<file path="src/rtl/spi_xfer_pkg.sv">
// spi_xfer_pkg: shared state encoding and sizing constants for the SPI transfer engine.
package spi_xfer_pkg;
  localparam int MAX_LEN = 32;
  localparam int LEN_W = 6;
  typedef enum logic [2:0] {IDLE, SETUP, LOAD, LOW, HIGH, HOLD, PAUSE} state_t;
  function automatic int max3(input int a, input int b, input int c);
    return a > b ? (a > c ? a : c) : (b > c ? b : c);
  endfunction
endpackage

</file>
<file path="src/rtl/spi_half_timer.sv">
// spi_half_timer: down-counter timing SPI half-periods and chip-select setup/hold windows.
module spi_half_timer
  import spi_xfer_pkg::*;
#(
  parameter int W = 1
) (
  input  logic         clk,
  input  logic         reset,
  input  logic         load,
  input  logic [W-1:0] load_val,
  output logic         expire
);
  logic [W-1:0] cnt;
  always_ff @(posedge clk)
    if (reset) cnt <= '0;
    else if (load) cnt <= load_val - W'(1);
    else if (cnt != '0) cnt <= cnt - W'(1);
  assign expire = cnt == '0;
endmodule

</file>
<file path="src/rtl/spi_xfer_engine.sv">
// spi_xfer_engine: byte-stream SPI mode 3 master with burst framing and optional chip-select continuation.
module spi_xfer_engine
  import spi_xfer_pkg::*;
#(
  parameter int CLK_DIV  = 1,
  parameter int CS_SETUP = 1,
  parameter int CS_HOLD  = 1
) (
  input  logic       clk,
  input  logic       reset,
  input  logic       start,
  input  logic [5:0] len,
  input  logic       keep_cs,
  input  logic       abort,
  input  logic       tx_valid,
  input  logic [7:0] tx_data,
  output logic       tx_ready,
  output logic       rx_valid,
  output logic [7:0] rx_data,
  output logic       busy,
  output logic       done,
  output logic       overrun,
  output logic       spi_clk,
  output logic       spi_csn,
  output logic       spi_mosi,
  input  logic       spi_miso
);
  localparam int TW = $clog2(max3(CLK_DIV, CS_SETUP, CS_HOLD) + 1);
  state_t state, state_n;
  logic [LEN_W-1:0] len_q, byte_cnt;
  logic keep_q, exp_t, go, last, byte_end;
  logic [2:0] bit_cnt;
  logic [7:0] tx_sh, rx_sh;
  logic [TW-1:0] tval;
  assign go = start && len != '0;
  assign last = byte_cnt + LEN_W'(1) == len_q;
  assign byte_end = state == HIGH && exp_t && bit_cnt == 3'd7;
  assign tx_ready = state == LOAD;
  assign busy = state != IDLE && state != PAUSE;
  assign spi_csn = state == IDLE;
  assign spi_clk = state != LOW;
  assign tval = state_n == SETUP ? TW'(CS_SETUP) : state_n == HOLD ? TW'(CS_HOLD) : TW'(CLK_DIV);
  spi_half_timer #(.W(TW)) u_timer (
    .clk(clk),
    .reset(reset),
    .load(state_n != state),
    .load_val(tval),
    .expire(exp_t)
  );
  always_comb begin
    state_n = state;
    case (state)
      IDLE:    if (go) state_n = SETUP;
      SETUP:   if (exp_t) state_n = LOAD;
      LOAD:    if (tx_valid) state_n = LOW;
      LOW:     if (exp_t) state_n = HIGH;
      HIGH:    if (exp_t) state_n = bit_cnt != 3'd7 ? LOW : !last ? LOAD : keep_q ? PAUSE : HOLD;
      HOLD:    if (exp_t) state_n = IDLE;
      PAUSE:   if (go) state_n = LOAD; else if (start && !keep_cs) state_n = HOLD;
      default: state_n = IDLE;
    endcase
    if (abort && state != IDLE) state_n = IDLE;
  end
  always_ff @(posedge clk) begin
    if (reset) begin
      state <= IDLE;
      len_q <= '0;
      keep_q <= 1'b0;
      byte_cnt <= '0;
      bit_cnt <= '0;
      tx_sh <= '0;
      rx_sh <= '0;
      rx_data <= '0;
      spi_mosi <= 1'b0;
      rx_valid <= 1'b0;
      done <= 1'b0;
      overrun <= 1'b0;
    end else begin
      state <= state_n;
      rx_valid <= byte_end && !abort;
      // PAUSE entry carries the final rx strobe, so done trails it by one cycle
      done <= !abort && ((state == HOLD && exp_t) || (state == PAUSE && rx_valid));
      overrun <= start && busy;
      if (go && (state == IDLE || state == PAUSE)) begin
        len_q <= len;
        keep_q <= keep_cs;
        byte_cnt <= '0;
      end
      if (state == LOAD && state_n == LOW) begin
        tx_sh <= tx_data;
        spi_mosi <= tx_data[7];
        bit_cnt <= '0;
      end
      if (state == LOW && exp_t) rx_sh <= {rx_sh[6:0], spi_miso};
      if (state == HIGH && state_n == LOW) begin
        tx_sh <= tx_sh << 1;
        spi_mosi <= tx_sh[6];
        bit_cnt <= bit_cnt + 3'd1;
      end
      if (byte_end) begin
        rx_data <= rx_sh;
        byte_cnt <= byte_cnt + LEN_W'(1);
      end
    end
  end
endmodule

</file>
<file path="config.mk">
export PLATFORM = sky130hd
export DESIGN_NAME = spi_xfer_engine
export DESIGN_NICKNAME = d
export VERILOG_FILES = /design/src/rtl/spi_xfer_pkg.sv /design/src/rtl/spi_half_timer.sv /design/src/rtl/spi_xfer_engine.sv
export SDC_FILE = /design/constraint.sdc
export NUM_CORES = 1
export LEC_CHECK = 0
export CAP_MARGIN = 20
export CORE_MARGIN = 2
export CORE_UTILIZATION = 30
export DETAILED_ROUTE_END_ITERATION = 6
export GPL_ROUTABILITY_DRIVEN = 0
export PLACE_DENSITY = 0.52
export SYNTH_ARGS = -nofsm -noshare
export SYNTH_HDL_FRONTEND = slang
export SYNTH_HIERARCHICAL = 1
export SYNTH_SLANG_ARGS = --single-unit
</file>
<file path="constraint.sdc">
create_clock -name clk -period 6.23 [get_ports clk]
set_input_delay 0.623 -clock clk [delete_from_list [all_inputs] [get_ports clk]]
set_output_delay 0.623 -clock clk [all_outputs]
set_load 0.05 [all_outputs]
</file>
Yosys cells after proc, flatten, opt, wreduce, memory -nomap -nowiden
Index checks and enable logic that the tools add are counted.
{"block": "totals", "input_bits": 21, "reg_bits": 47}
{"block": "classes", "bitwise_logic": 1, "add_sub_neg": 3, "mux": 21, "n_eq_ne": 13, "reduce_logical": 26}
{"operator": "two-way mux 3 bit", "count": 13}
{"operator": "one-hot mux 3 bit (7 select lines)", "count": 1}
{"operator": "logical AND 1 bit", "count": 15}
{"operator": "two-way mux 7 bit", "count": 2}
{"operator": "== test 3 bit (second input constant)", "count": 4}
{"operator": "two-way mux 6 bit", "count": 2}
{"operator": "== test 3 x 2 -> 1 bit (second input constant)", "count": 3}
{"operator": "adder 6 x 1 -> 6 bit (second input constant)", "count": 1}
{"operator": "== test 6 bit", "count": 1}
{"operator": "inequality test 3 bit (second input constant)", "count": 2}
{"operator": "nonzero test 6 bit", "count": 1}
{"operator": "nonzero test 2 bit", "count": 2}
{"operator": "adder 3 x 1 -> 3 bit (second input constant)", "count": 1}
{"operator": "== test 3 x 1 -> 1 bit (second input constant)", "count": 1}
{"operator": "logical NOT 3 bit", "count": 1}
{"operator": "inequality test 3 x 2 -> 1 bit (second input constant)", "count": 1}
{"operator": "inequality test 3 bit", "count": 1}
{"operator": "nonzero test 3 bit", "count": 1}
{"operator": "OR reduction 3 bit", "count": 1}
{"operator": "logical NOT 1 bit", "count": 2}
{"operator": "logical OR 1 bit", "count": 2}
{"operator": "two-way mux 1 bit", "count": 2}
{"operator": "two-way mux 2 bit", "count": 1}
{"operator": "OR reduction 2 bit", "count": 1}
{"operator": "2 further kinds", "count": 2}

Depth between registers and ports, before layout
Gate-level depths: netlist of run 1.
{"block": "logic_depth", "word_depth": 11, "depth_mapped": 9, "mapped_depth_nobuf": 9}

Cells and area by module
The synthesis of run 1 kept the hierarchy.
{"mod": "spi_xfer_engine", "cells_per_inst": 324, "seq_area_each_um2": 920.9, "instances": 1, "area_per_inst_um2": 2582.5}
{"mod": "spi_half_timer", "cells_per_inst": 3, "seq_area_each_um2": 20.0, "instances": 1, "area_per_inst_um2": 36.3}

Least setup slack after synthesis of run 1
No wires, ideal clock.
{"block": "synth_timing", "kind": "register to output", "from": "reg state[0]", "to": "out spi_csn", "path_stages_with_launch": 4, "path_buffers": 2, "required_ps": 5607, "setup_slack_ps": 3843, "t_arrival_ps": 1764, "cell_sequence": "dfxtp_1 clkbuf_1 clkbuf_1 nor3_1"}
{"block": "synth_via", "elab_chain_len": 1}
{"element": "from (decl)", "line_no": "spi_xfer_engine.sv:29", "text": "state_t state, state_n;"}
{"element": "from (signal assigned)", "line_no": "spi_xfer_engine.sv:79", "text": "state <= state_n;"}
{"element": "logical NOT 3 bit", "line_no": "spi_xfer_engine.sv:40", "text": "assign spi_csn = state == IDLE;"}
{"element": "to (decl)", "line_no": "spi_xfer_engine.sv:24", "text": "output logic spi_csn,"}
Every way passes these cells.

Worst setup path in the final report of run 1
{"block": "layout_timing", "from": "reg state[2]", "to": "out busy"}
{"block": "layout_via", "elab_chain_len": 2}
{"element": "inequality test 3 bit / nonzero test 3 bit (equally long branches)", "line_no": "spi_xfer_engine.sv:39", "text": "assign busy = state != IDLE && state != PAUSE;"}
{"element": "logical AND 1 bit *", "line_no": "spi_xfer_engine.sv:39"}
{"element": "to (decl)", "line_no": "spi_xfer_engine.sv:20", "text": "output logic busy,"}
Mark *: on every way between the ends. The rest lies on a longest branch, timed or not.

==> summary.md, run 1 <==
| Metric | Value |
|---|---|
| Status | `complete, no violations` |
| Root buffer cell | `clkbuf_8` |
| Fill cells | `901` |
| Die Wd | `97.4 um` |
| RSZ-0062 raised after global routing | `false` |
| Hold-fix buffers, CTS | `0` |
| Level count of the clock H-tree | `2` |
| Number of diodes added for antenna fixing | `0` |
| Area Growth Syn to Fin | `18.7%` |
| Post-synthesis instance total | `327` |
| Critical Path Slowest Stage Cell | `nor3_1` |
| Share of flip-flops with an asynchronous set or reset after synthesis | `0%` |
| Class of the most critical setup path | `reg -> out` |
| Number of enable flip-flop cells after synthesis | `0` |
| CORE AREA | `8590 um2` |
| Final Non-Filler Cells | `460` |
| Minimum clock period | `3.75 ns` |
| TritonCTS clock tree | `done` |
| Global-route wire length before repair | `11.5 mm` |
| Sequence of cells on the critical path | `nor2b_1 > nor3_1 > inv_1 > clkdlybuf4s50_1` |
| Final Total Pwr | `0.875 mW` |
| Endpoint arrival time on the critical path | `3.13 ns` |
| Post-synthesis cell type count | `65` |
| Commonest register cell after synthesis | `dfxtp_1` |
| Fraction of final layout cells with drive strength greater than 1 | `9.09%` |
| Detailed-placement wirelength estimate | `4.68 mm` |
| Total instance count after detailed placement | `452` |
| Highest Clock Rate | `0.267 GHz` |
| Global-route usage over all layers | `14.8%` |
| CP Capture Type | `output port` |
| Library cell with the largest summed area after synthesis | `dfxtp_1` |
| Row cnt | `34` |
| Number of clock buffers inserted by TritonCTS | `5` |
| Die ar. | `9490 um2` |
| Number of nets with antenna violations after detailed routing | `0` |
| Post-CTS Repair Setup Buffers | `0` |
| Worst path buffer plus inverter count | `2` |
| Summed negative setup slack over all endpoints | `0 ns` |
| I/O pin cnt | `37` |
| Height of the die | `97.4 um` |
| Number of detailed-route iterations in the first pass | `4` |
| Post-DR vias/cell | `5.24` |
| Final Max Slew Viols | `0` |
| Number of design rule violations left after detail routing | `0` |
| WHS | `0.460 ns` |
| Transition time at the pin with the least slew margin | `1.02 ns` |
| FF+latch count, synth | `47` |
| Delay contributed by the slowest stage of the critical path | `0.82 ns` |
| CP required | `5.61 ns` |
| Portion of synthesized cell area occupied by the leading cell type | `35.9%` |
| Final Cycle Share | `60.2%` |
| Launching element type of the critical path | `register` |
| Detailed-route via count | `2,409` |
| Total of endpoints with negative setup slack in the final report | `0` |
| DRT Wirelength | `6.82 mm` |
| Input/output buffers | `36` |
| Initial antenna violation count | `0` |
| Pin count of the biggest net entering global routing | `53` |
| Number of nets produced by synthesis | `351` |
| Effective utilization at floorplan | `30.5%` |
| Number of max-cap violations | `0` |
| Max Clock Skew | `0.00555 ns` |
| Areal power density over the cells | `281 nW/um2` |
| Pre-CTS worst setup slack | `2.79 ns` |
| Least setup slack across all paths after layout | `2.48 ns` |
| Slew HR | `32.2%` |
| Max Fanout on Critical Path | `20` |
| Buffer levels on the longest clock path | `2` |
| Nets@finish | `375` |
| Average routed wire per standard cell | `14.8 um` |
| Utilization of the core after routing | `36.2%` |
| Cell area after layout | `3110 um2` |
| Post-place instance area | `3010 um2` |
| Cell types occupying the most area after synthesis | `dfxtp_1 (36%), a21oi_1 (7.8%), nand2_1 (6.6%), nor2_1 (3.6%), nor2b_1 (2.4%)` |
| Number of global-route vias before repair | `2,308` |
| Most repeated cell in the gate-level netlist after synthesis | `dfxtp_1` |
| Grt total ovfl | `0` |
| Final Hold Violating Endpoints | `0` |
| Number of warnings issued by yosys | `6` |
| Most frequent cells after synthesis | `dfxtp_1 (47), nand2_1 (46), a21oi_1 (41), nor2_1 (25), clkbuf_1 (13)` |
| Post-CTS resize count | `0` |
| Worst VDD drop | `0.111 mV` |
| Gate family responsible for the most delay along the worst path | `simple AND/OR/NAND/NOR gates` |
| Clock transition at path regs | `0.10 ns` |
| Post-synth design cell area | `2620 um2` |
| Worst min-delay path class | `reg -> reg` |
| Pleak | `1.07 nW` |
| Mapped Avg Cell Area | `8.01 um2` |
| Detailed Route Iter0 Violations | `200` |
| Number of sinks handled by clock tree synthesis | `47` |
| Part of the Yosys area used for sequential elements | `35.9%` |
| Clk Latency, worst-skew pair | `0.32 ns` |
-- worst reg2reg max path: stages (launching register included) --
cell	delay [ns]
dfxtp_1	0.74
and4bb_2	0.42
nand2_1	0.41
a2111o_1	0.62
nor2_2	0.50
nor3_1	0.16
a32o_1	0.30
-- layout by cell type (no fill, tap or decap), types with 2 or more instances in the layout --
cell type	Yosys	routed
o21ai_1	7	7
dfxtp_1	47	47
nor4_1	2	2
clkdlybuf4s50_1	0	35
o311ai_1	3	3
o311ai_0	4	4
a211oi_2	2	2
mux2i_1	4	4
xor2_1	4	4
nand2b_1	7	7
ha_1	3	3
nand4_1	2	2
xnor2_1	3	3
o21a_1	4	4
a32o_1	2	2
a21oi_1	41	41
nand2_1	46	46
o211a_1	2	2
nand3_1	12	12
o31ai_1	7	7
and2b_1	3	3
inv_8	0	2
or2_2	8	8
nor3_1	5	5
o21ai_0	9	9
nor2_1	25	25
nor2b_1	10	10
a31oi_1	5	5
and3_1	2	2
clkbuf_8	0	5
inv_1	7	7
-- per-layer routing --
metal  up-vias  track usage [%]  part of all wire (%)
met5         -                0                     0
met4         0             5.98                   2.6
met3        13             3.31                   4.5
met2        61             21.3                    44
met1      1112             21.3                    49
li1       1223                -                     -
-- flip-flops by register name (all words and copies together), names as in the netlist --
register	cells
rx_data	8
byte_cnt	6
u_timer/cnt	1
done	1
rx_sh	8
state	3
len_q	6
overrun	1
keep_q	1
spi_mosi	1
tx_sh	7
bit_cnt	3
rx_valid	1
-- cell families (layout without fill, tap and decap cells) --
family	count (synthesis)	count (layout)	share of synthesized area, %
and+or+nand+nor	139	139	27.9
AOI/OAI and AO/OA	100	100	25.9
DFF	47	47	35.9
buffers and inverters	26	51	4.83
xor gates and xnor gates	7	7	2.34
muxes	4	4	1.53
adders and majority gates	3	3	1.43
other	1	1	0.143
-- power by group --
part	switching (mW)	total (mW)	internal, mW
sequential	0.0317	0.349	0.317
combinational	0.202	0.314	0.112
clock	0.125	0.212	0.0863
-- worst paths after layout --
check / from / to / slack, ns / cells after the start
min reg2reg: rx_data[7] / rx_data[7] / 0.46 / 2
min: rx_data[7] / rx_data[7] / 0.46 / 2
max: state[2] / busy / 2.48 / 4
max reg2reg: state[2] / bit_cnt[1] / 2.99 / 6
-- final cells by class --
cell class,instances,area (um2),share of cell area (%)
multi-input combinational,254,1550,49.9
clock inverter,3,31.3,1.01
sequential,47,941,30.3
clock buffer,5,68.8,2.21
timing repair buffer,36,355,11.4
inverter,7,26.3,0.845
tap,108,135,4.35
No activity file was read; power rests on OpenSTA's default activity.
==> run 2, diff against run 1 <==
PLACE_DENSITY = 0.54   (was 0.52)
clock period = 3.29 ns   (was 6.23 ns; I/O delays follow)
==> run 2 against run 1 <==
Net effect:
- final area is 2.1% higher
- sequential share of layout area is 0.61 points lower
- final cell count is 2.0% higher
- non-clock buffer count is 9 higher
- register-to-register slack worse by 2.5 ns
- clock skew is 0.014 ns higher
- flip-flop and latch count stayed put
- wire length is 1.3% lower
- largest cell class unchanged
- critical endpoint is now bit_cnt[2]
- global-route usage is 0.62 points lower
==> summary.md, run 2 (synthesis gave the netlist of run 1 again) <==
| Metric | Value |
|---|---|
| WHS | `0.460 ns (+0.0000850 ns)` |
| Post-place instance area | `3080 um2 (+2.2%)` |
| Internal | `0.995 mW (+93%)` |
| TritonCTS clock tree | `done` |
| Hold-fix buffers, CTS | `0 (unchanged)` |
| Status | `complete, no violations` |
| Detailed Route Iter0 Violations | `132 (-34%)` |
| Height of the die | `97.4 um (unchanged)` |
| Least setup slack across all paths after layout | `0.379 ns (-2.10 ns)` |
| Minimum clock period | `2.91 ns` |
| Number of nets with antenna violations after detailed routing | `0 (unchanged)` |
| Largest registers ranked by flip-flop count | `rx_data (8), rx_sh (8), tx_sh (7)` |
| Logic gate share of total power | `38.2% (+2.3 points)` |
| Clk Latency, worst-skew pair | `0.31 ns (about the same)` |
| Final Cycle Share | `88.5%` |
| Clk network pwr share | `23.0% (-1.2 points)` |
| DRT Wirelength | `6.73 mm (-1.3%)` |
| Switching power | `0.676 mW (+88%)` |
| Slew HR | `30.4% (-1.8 points)` |
| Initial antenna violation count | `0 (unchanged)` |
| Worst Hold Path EP | `rx_sh[2]` |
| Worst reg2reg setup slack | `0.48 ns (-2.51 ns)` |
| Grt total ovfl | `0 (unchanged)` |
| Final Hold Violating Endpoints | `0 (unchanged)` |
| I/O pin cnt | `37 (unchanged)` |
| Die Wd | `97.4 um (unchanged)` |
| Die ar. | `9490 um2 (unchanged)` |
| Post-CTS resize count | `0 (unchanged)` |
| Number of sinks handled by clock tree synthesis | `47 (unchanged)` |
| Share of total power consumed by net switching | `40.5% (-0.63 points)` |
| Number of design rule violations left after detail routing | `0 (unchanged)` |
| Average routed wire per standard cell | `14.3 um (-3.2%)` |
| Global-route usage over all layers | `14.2% (-0.62 points)` |
| Post-CTS Repair Setup Buffers | `0 (unchanged)` |
| Most frequent cells in the layout | `dfxtp_1 (47), nand2_1 (46), a21oi_1 (41)` |
| Row cnt | `34 (unchanged)` |
| CORE AREA | `8590 um2 (unchanged)` |
| Root buffer cell | `clkbuf_8` |
| Area Growth Syn to Fin | `21.2%` |
| Total of endpoints with negative setup slack in the final report | `0 (unchanged)` |
| Effective utilization at floorplan | `30.5% (unchanged)` |
| Detailed-route via count | `2,449 (+1.7%)` |
| Number of detailed-route iterations in the first pass | `4 (unchanged)` |
| Level count of the clock H-tree | `2 (unchanged)` |
| Nets@finish | `384 (+2.4%)` |
| RR Startpoint | `state[0]` |
| Number of diodes added for antenna fixing | `0 (unchanged)` |
| Number of max-cap violations | `0 (unchanged)` |
| CP Capture Type | `register` |
| Launching element type of the critical path | `input port` |
| Max Fanout on Critical Path | `16 (-20%)` |
| Global-route wire length before repair | `11.2 mm (-2.6%)` |
| Pleak | `1.11 nW (+3.6%)` |
| Most frequent standard cell in the layout excluding fill and tap cells | `dfxtp_1` |
| Cell area after layout | `3170 um2 (+2.1%)` |
| Worst VDD drop | `0.296 mV (+170%)` |
| Final Max Slew Viols | `0 (unchanged)` |
| Buffer levels on the longest clock path | `2 (unchanged)` |
| RSZ-0062 raised after global routing | `false` |
| Fill cells | `905 (+0.44%)` |
| Summed negative setup slack over all endpoints | `0 ns (unchanged)` |
| CP required | `3.48 ns (-2.13 ns)` |
| Reg2Reg Capture Point | `bit_cnt[2]` |
| Transition time at the pin with the least slew margin | `1.04 ns (+0.0271 ns)` |
| Fraction of final layout cells with drive strength greater than 1 | `11.4% (+2.3 points)` |
| Endpoint arrival time on the critical path | `3.10 ns (-0.03 ns)` |
| Worst min-delay path class | `reg -> reg` |
| Post-DR vias/cell | `5.22 (-0.29%)` |
| Worst Hold Depth | `2 (unchanged)` |
| Input/output buffers | `36 (unchanged)` |
| Clock transition at path regs | `0.11 ns (about the same)` |
| Max Clock Skew | `0.0191 ns (+0.0136 ns)` |
| Number of global-route vias before repair | `2,239 (-3.0%)` |
| Highest Clock Rate | `0.344 GHz` |
| Detailed-placement wirelength estimate | `4.74 mm (+1.3%)` |
| Pre-CTS worst setup slack | `0.0875 ns (-2.70 ns)` |
| Depth of the most critical reg-to-reg path | `6 (unchanged)` |
| Class of the most critical setup path | `in -> reg` |
| Areal power density over the cells | `526 nW/um2 (+87%)` |
| Pin count of the biggest net entering global routing | `30 (-43%)` |
| Number of clock buffers inserted by TritonCTS | `5 (unchanged)` |
| Sequential Power Share | `38.8% (-1.1 points)` |
| Worst Hold Launch | `rx_sh[1]` |
## run 2: how the worst max path moves through the flow
stage / slack (ns) / startpoint / endpoint
after floorplan: 0.99 / state[1] / tx_sh[0]
after global placement: 0.19 / len[0] / bit_cnt[2]
after detailed placement: 0.09 / len[0] / bit_cnt[2]
after CTS: 0.39 / state[2] / busy
after global routing: 0.22 / len[0] / bit_cnt[2]
final: 0.38 / len[0] / bit_cnt[2]
## run 2: critical path, cell delays in order
cell and delay, ns:
clkdlybuf4s50_1 0.44, or4_1 0.61, o21ai_0 0.18, a21oi_1 0.14, a211oi_2 0.88, nor3_1 0.20, a32o_1 0.32
## run 2: power by group through the flow
stage | combinational, mW | clock, mW | sequential (mW)
global placement | 0.631 | 0 | 0.660
floorplan | 0.483 | 0 | 0.636
CTS | 0.636 | 0.399 | 0.647
finish | 0.637 | 0.384 | 0.648
global route | 0.697 | 0.421 | 0.654
detailed placement | 0.632 | 0 | 0.660
## run 2: cell type report
type / count / area (um2) / share of cell area, %
multi-input cells: 254 / 1550 / 48.9
flip-flops and latches: 47 / 941 / 29.7
clock buffers: 5 / 68.8 / 2.17
inverters: 7 / 26.3 / 0.828
well taps: 108 / 135 / 4.26
clock inverters: 3 / 27.5 / 0.868
repair buffers: 45 / 423 / 13.3
## run 2: routing by layer
metal / routed length [um] / vias to the layer above / GRT usage, % / part of all wire [%]
met5: 0 / - / 0 / 0
met4: 38 / 0 / 3.85 / 0.56
met3: 330 / 2 / 2.52 / 4.9
met2: 2970 / 56 / 21.2 / 44
met1: 3400 / 1150 / 21.0 / 50
li1: - / 1241 / - / -
## run 2: through the flow
stage | utilization (%) | cells | power, mW
after detailed placement | 35.8 | 461 | 1.29
after floorplan | - | 327 | 1.12
after global routing | 36.9 | 469 | 1.77
after global placement | 35.8 | 461 | 1.29
after CTS | 36.9 | 469 | 1.68
final | 36.9 | 469 | 1.67
==> run 3, diff against run 2 <==
ABC_AREA = 1   (was unset)
==> run 3 against run 2 <==
Net effect:
- hold slack improved by 0.011 ns
- global-route usage fell by 1.2 points
- sequential power fell by 4.5%
- clock-buffer cell count rose by 1
- wire length fell by 21%
- clock power rose by 20%
- non-clock buffer count fell by 8
- final cell count rose by 1.9%
- critical path type is now reg -> reg
- highest routed layer unchanged
==> summary.md, run 3 <==
| Metric | Value |
|---|---|
| Root buffer cell | `clkbuf_8` |
| Max Fanout on Critical Path | `11 (-5)` |
| Internal | `0.956 mW (-3.9%)` |
| Level count of the clock H-tree | `2 (unchanged)` |
| Effective utilization at floorplan | `30.7% (+0.22 points)` |
| Average routed wire per standard cell | `11.1 um (-23%)` |
| Share of flip-flops with an asynchronous set or reset after synthesis | `0% (unchanged)` |
| Worst Hold Depth | `2 (unchanged)` |
| Areal power density over the cells | `480 nW/um2 (-8.7%)` |
| Number of detailed-route iterations in the first pass | `4 (unchanged)` |
| Number of diodes added for antenna fixing | `0 (unchanged)` |
| Post-CTS Repair Setup Buffers | `0 (unchanged)` |
| Part of the Yosys area used for sequential elements | `40.1% (+4.2 points)` |
| Slew HR | `51.7% (+21 points)` |
| Worst Hold Path EP | `rx_data[4]` |
| Most frequent standard cell in the layout excluding fill and tap cells | `nand2_1` |
| CORE AREA | `7650 um2 (-11%)` |
| Nets@finish | `399 (+3.9%)` |
| Share of total power consumed by net switching | `31.3% (-9.1 points)` |
| Fill cells | `820 (-9.4%)` |
| Clock transition at path regs | `0.10 ns (about the same)` |
| Dominant cell type by count on the critical path | `nand2_1` |
| Gate family responsible for the most delay along the worst path | `simple AND/OR/NAND/NOR gates` |
| Height of the die | `92.5 um (-5.1%)` |
| Status | `complete, no violations` |
| Number of nets produced by synthesis | `366 (+4.3%)` |
| Switching power | `0.436 mW (-35%)` |
| Area Growth Syn to Fin | `23.5%` |
| Final Hold Violating Endpoints | `0 (unchanged)` |
| Portion of synthesized cell area occupied by the leading cell type | `40.1% (+4.2 points)` |
| Sequential Power Share | `44.5% (+5.7 points)` |
| Total of endpoints with negative setup slack in the final report | `0 (unchanged)` |
| Max Clock Skew | `0.00604 ns (-0.0131 ns)` |
| I/O pin cnt | `37 (unchanged)` |
| Worst reg2reg setup slack | `0.85 ns (+0.37 ns)` |
| Largest registers ranked by flip-flop count | `rx_data (8), rx_sh (8), tx_sh (7)` |
| Endpoint arrival time on the critical path | `2.64 ns (-0.46 ns)` |
| Number of max-cap violations | `0 (unchanged)` |
| Input/output buffers | `36 (unchanged)` |
| Commonest register cell after synthesis | `dfxtp_1` |
| Delay contributed by the slowest stage of the critical path | `0.46 ns (-0.42 ns)` |
| Summed negative setup slack over all endpoints | `0 ns (unchanged)` |
| Logic gate share of total power | `22.5% (-16 points)` |
| Number of design rule violations left after detail routing | `0 (unchanged)` |
| Critical Path Slowest Stage Cell | `dfxtp_1` |
| Most frequent cells in the layout | `nand2_1 (88), dfxtp_1 (47), nor2_1 (45)` |
| Fraction of final layout cells with drive strength greater than 1 | `8.51% (-2.8 points)` |
| Global-route wire length before repair | `9.03 mm (-19%)` |
| Number of enable flip-flop cells after synthesis | `0 (unchanged)` |
| Hold-fix buffers, CTS | `0 (unchanged)` |
| Pleak | `1.20 nW (+8.1%)` |
| Depth of the most critical reg-to-reg path | `16 (+10)` |
| Clk Latency, worst-skew pair | `0.30 ns (about the same)` |
| Worst min-delay path class | `reg -> reg` |
| RSZ-0062 raised after global routing | `false` |
| Worst VDD drop | `0.163 mV (-45%)` |
| Detailed Route Iter0 Violations | `79 (-40%)` |
| CP Capture Type | `register` |
| Pin count of the biggest net entering global routing | `26 (-13%)` |
| Class of the most critical setup path | `reg -> reg` |
| Post-synthesis cell type count | `29 (-55%)` |
| Number of warnings issued by yosys | `6 (unchanged)` |
| Most frequent cells after synthesis | `nand2_1 (88), dfxtp_1 (47), nor2_1 (45), inv_1 (34), a21oi_1 (26)` |
| Die ar. | `8550 um2 (-10%)` |
| Row cnt | `32 (-5.9%)` |
| Worst path buffer plus inverter count | `0 (-1)` |
| Post-synth design cell area | `2350 um2 (-10%)` |
| Post-CTS resize count | `0 (unchanged)` |
| Global-route usage over all layers | `12.9% (-1.2 points)` |
| Worst Hold Launch | `rx_data[4]` |
| Number of clock buffers inserted by TritonCTS | `5 (unchanged)` |
| Most repeated cell in the gate-level netlist after synthesis | `nand2_1` |
| Final Max Slew Viols | `0 (unchanged)` |
| Library cell with the largest summed area after synthesis | `dfxtp_1` |
| Buffer levels on the longest clock path | `2 (unchanged)` |
| Utilization of the core after routing | `37.9% (+0.97 points)` |
| Number of nets with antenna violations after detailed routing | `0 (unchanged)` |
| Mapped Avg Cell Area | `6.86 um2 (-14%)` |
| Die Wd | `92.5 um (-5.1%)` |
| TritonCTS clock tree | `done` |
| Clk network pwr share | `33.1% (+10 points)` |
| FF+latch count, synth | `47 (unchanged)` |
| Cell types occupying the most area after synthesis | `dfxtp_1 (40%), nand2_1 (14%), nor2_1 (7.2%), a21oi_1 (5.5%), inv_1 (5.4%)` |
| Launching element of the worst setup path | `byte_cnt[0]` |
| Transition time at the pin with the least slew margin | `0.723 ns (-0.319 ns)` |
| Number of global-route vias before repair | `1,944 (-13%)` |
| DRT Wirelength | `5.29 mm (-21%)` |
| Minimum clock period | `2.44 ns (-0.475 ns)` |
| CP required | `3.49 ns (about the same)` |
| Initial antenna violation count | `0 (unchanged)` |
| Highest Clock Rate | `0.411 GHz (+19%)` |
| Number of sinks handled by clock tree synthesis | `47 (unchanged)` |
| Detailed-placement wirelength estimate | `3.80 mm (-20%)` |
| Sequence of cells on the critical path | `ha_1 > nand2_1 > nand2_1 > nand2_1 > nand2_1 > nand3_1 > nor2_4 > nand3_2 > nand2_1 > nand2_1 > nand2_2 > nand4_1 > nand2_1 > nand2_1 > nor2_1 > nor2_1` |
| Final Cycle Share | `74.0% (-14 points)` |
| Post-synthesis instance total | `342 (+4.6%)` |
| Grt total ovfl | `0 (unchanged)` |
| RR Startpoint | `byte_cnt[0]` |
| Detailed-route via count | `2,131 (-13%)` |
| Post-DR vias/cell | `4.46 (-15%)` |
| Launching element type of the critical path | `register` |
| Reg2Reg Capture Point | `spi_mosi` |
==> run 3: cell types whose count changed after synthesis, moves of 10 or more <==
cell	change
a21oi_1	-15
inv_1	+27
nand2_1	+42
nand2_2	+10
nand3_1	+13
nor2_1	+20
nor2b_1	-10
o21ai_0	+10
==> run 3: power groups by stage <==
| stage | Clock [mW] | Combinational, mW | Sequential, mW |
|---|---|---|---|
| after floorplan | 0 | 0.226 | 0.632 |
| after detailed placement | 0 | 0.317 | 0.632 |
| final | 0.460 | 0.313 | 0.619 |
| after global routing | 0.502 | 0.351 | 0.624 |
| after CTS | 0.476 | 0.318 | 0.619 |
| after global placement | 0 | 0.318 | 0.632 |
==> run 3: kinds of logic after synthesis <==
family          after synthesis  share of synthesized area (%)
simple gates                189                           36.4
flops                        47                           40.1
buf+inv                      49                           8.90
fa+ha+maj                     3                           1.60
compound gates               50                           11.8
xor+xnor                      3                           1.12
other cells                   1                          0.160
==> run 3: through the flow <==
step | hold slack (ns) | cells | power (mW) | area, um2 | worst slack (ns)
after floorplan | 0.402 | 342 | 0.858 | 2350 | 0.875
after global placement | 0.455 | 470 | 0.950 | 2780 | 0.872
after detailed placement | 0.459 | 470 | 0.948 | 2780 | 0.849
after CTS | 0.474 | 478 | 1.41 | 2900 | 0.837
after global routing | 0.484 | 478 | 1.48 | 2900 | 0.506
final | 0.470 | 478 | 1.39 | 2900 | 0.854
==> run 3: cell type report <==
class                      count  area [um2]  area share [%]
multi-input combinational    246        1200            41.3
tap                          102         128            4.40
inverter                      38         143            4.92
clock buffer                   6        82.6            2.85
clock inverter                 2        38.8            1.34
sequential                    47         941            32.5
timing repair buffer          37         368            12.7
==> run 3: worst min-delay path: cells and delay by family, from the launching register on <==
kind	cells	cell delay, ns
flip-flops	1	0.32
AND/OR/NAND/NOR	1	0.06
AO/OA/AOI/OAI	1	0.05
==> run 3: worst max path at each step <==
stage | to | cells past startpoint
after floorplan | keep_q | 10
after global placement | spi_mosi | 13
after detailed placement | spi_mosi | 16
after CTS | spi_mosi | 16
after global routing | spi_mosi | 16
final | spi_mosi | 16
==> run 3: layer usage <==
metal,global-route usage (%),up-vias,wire length [um]
met5,0,-,0
met4,4.73,0,33
met3,2.36,2,183
met1,17.9,940,2710
met2,20.1,40,2360
li1,-,1149,-
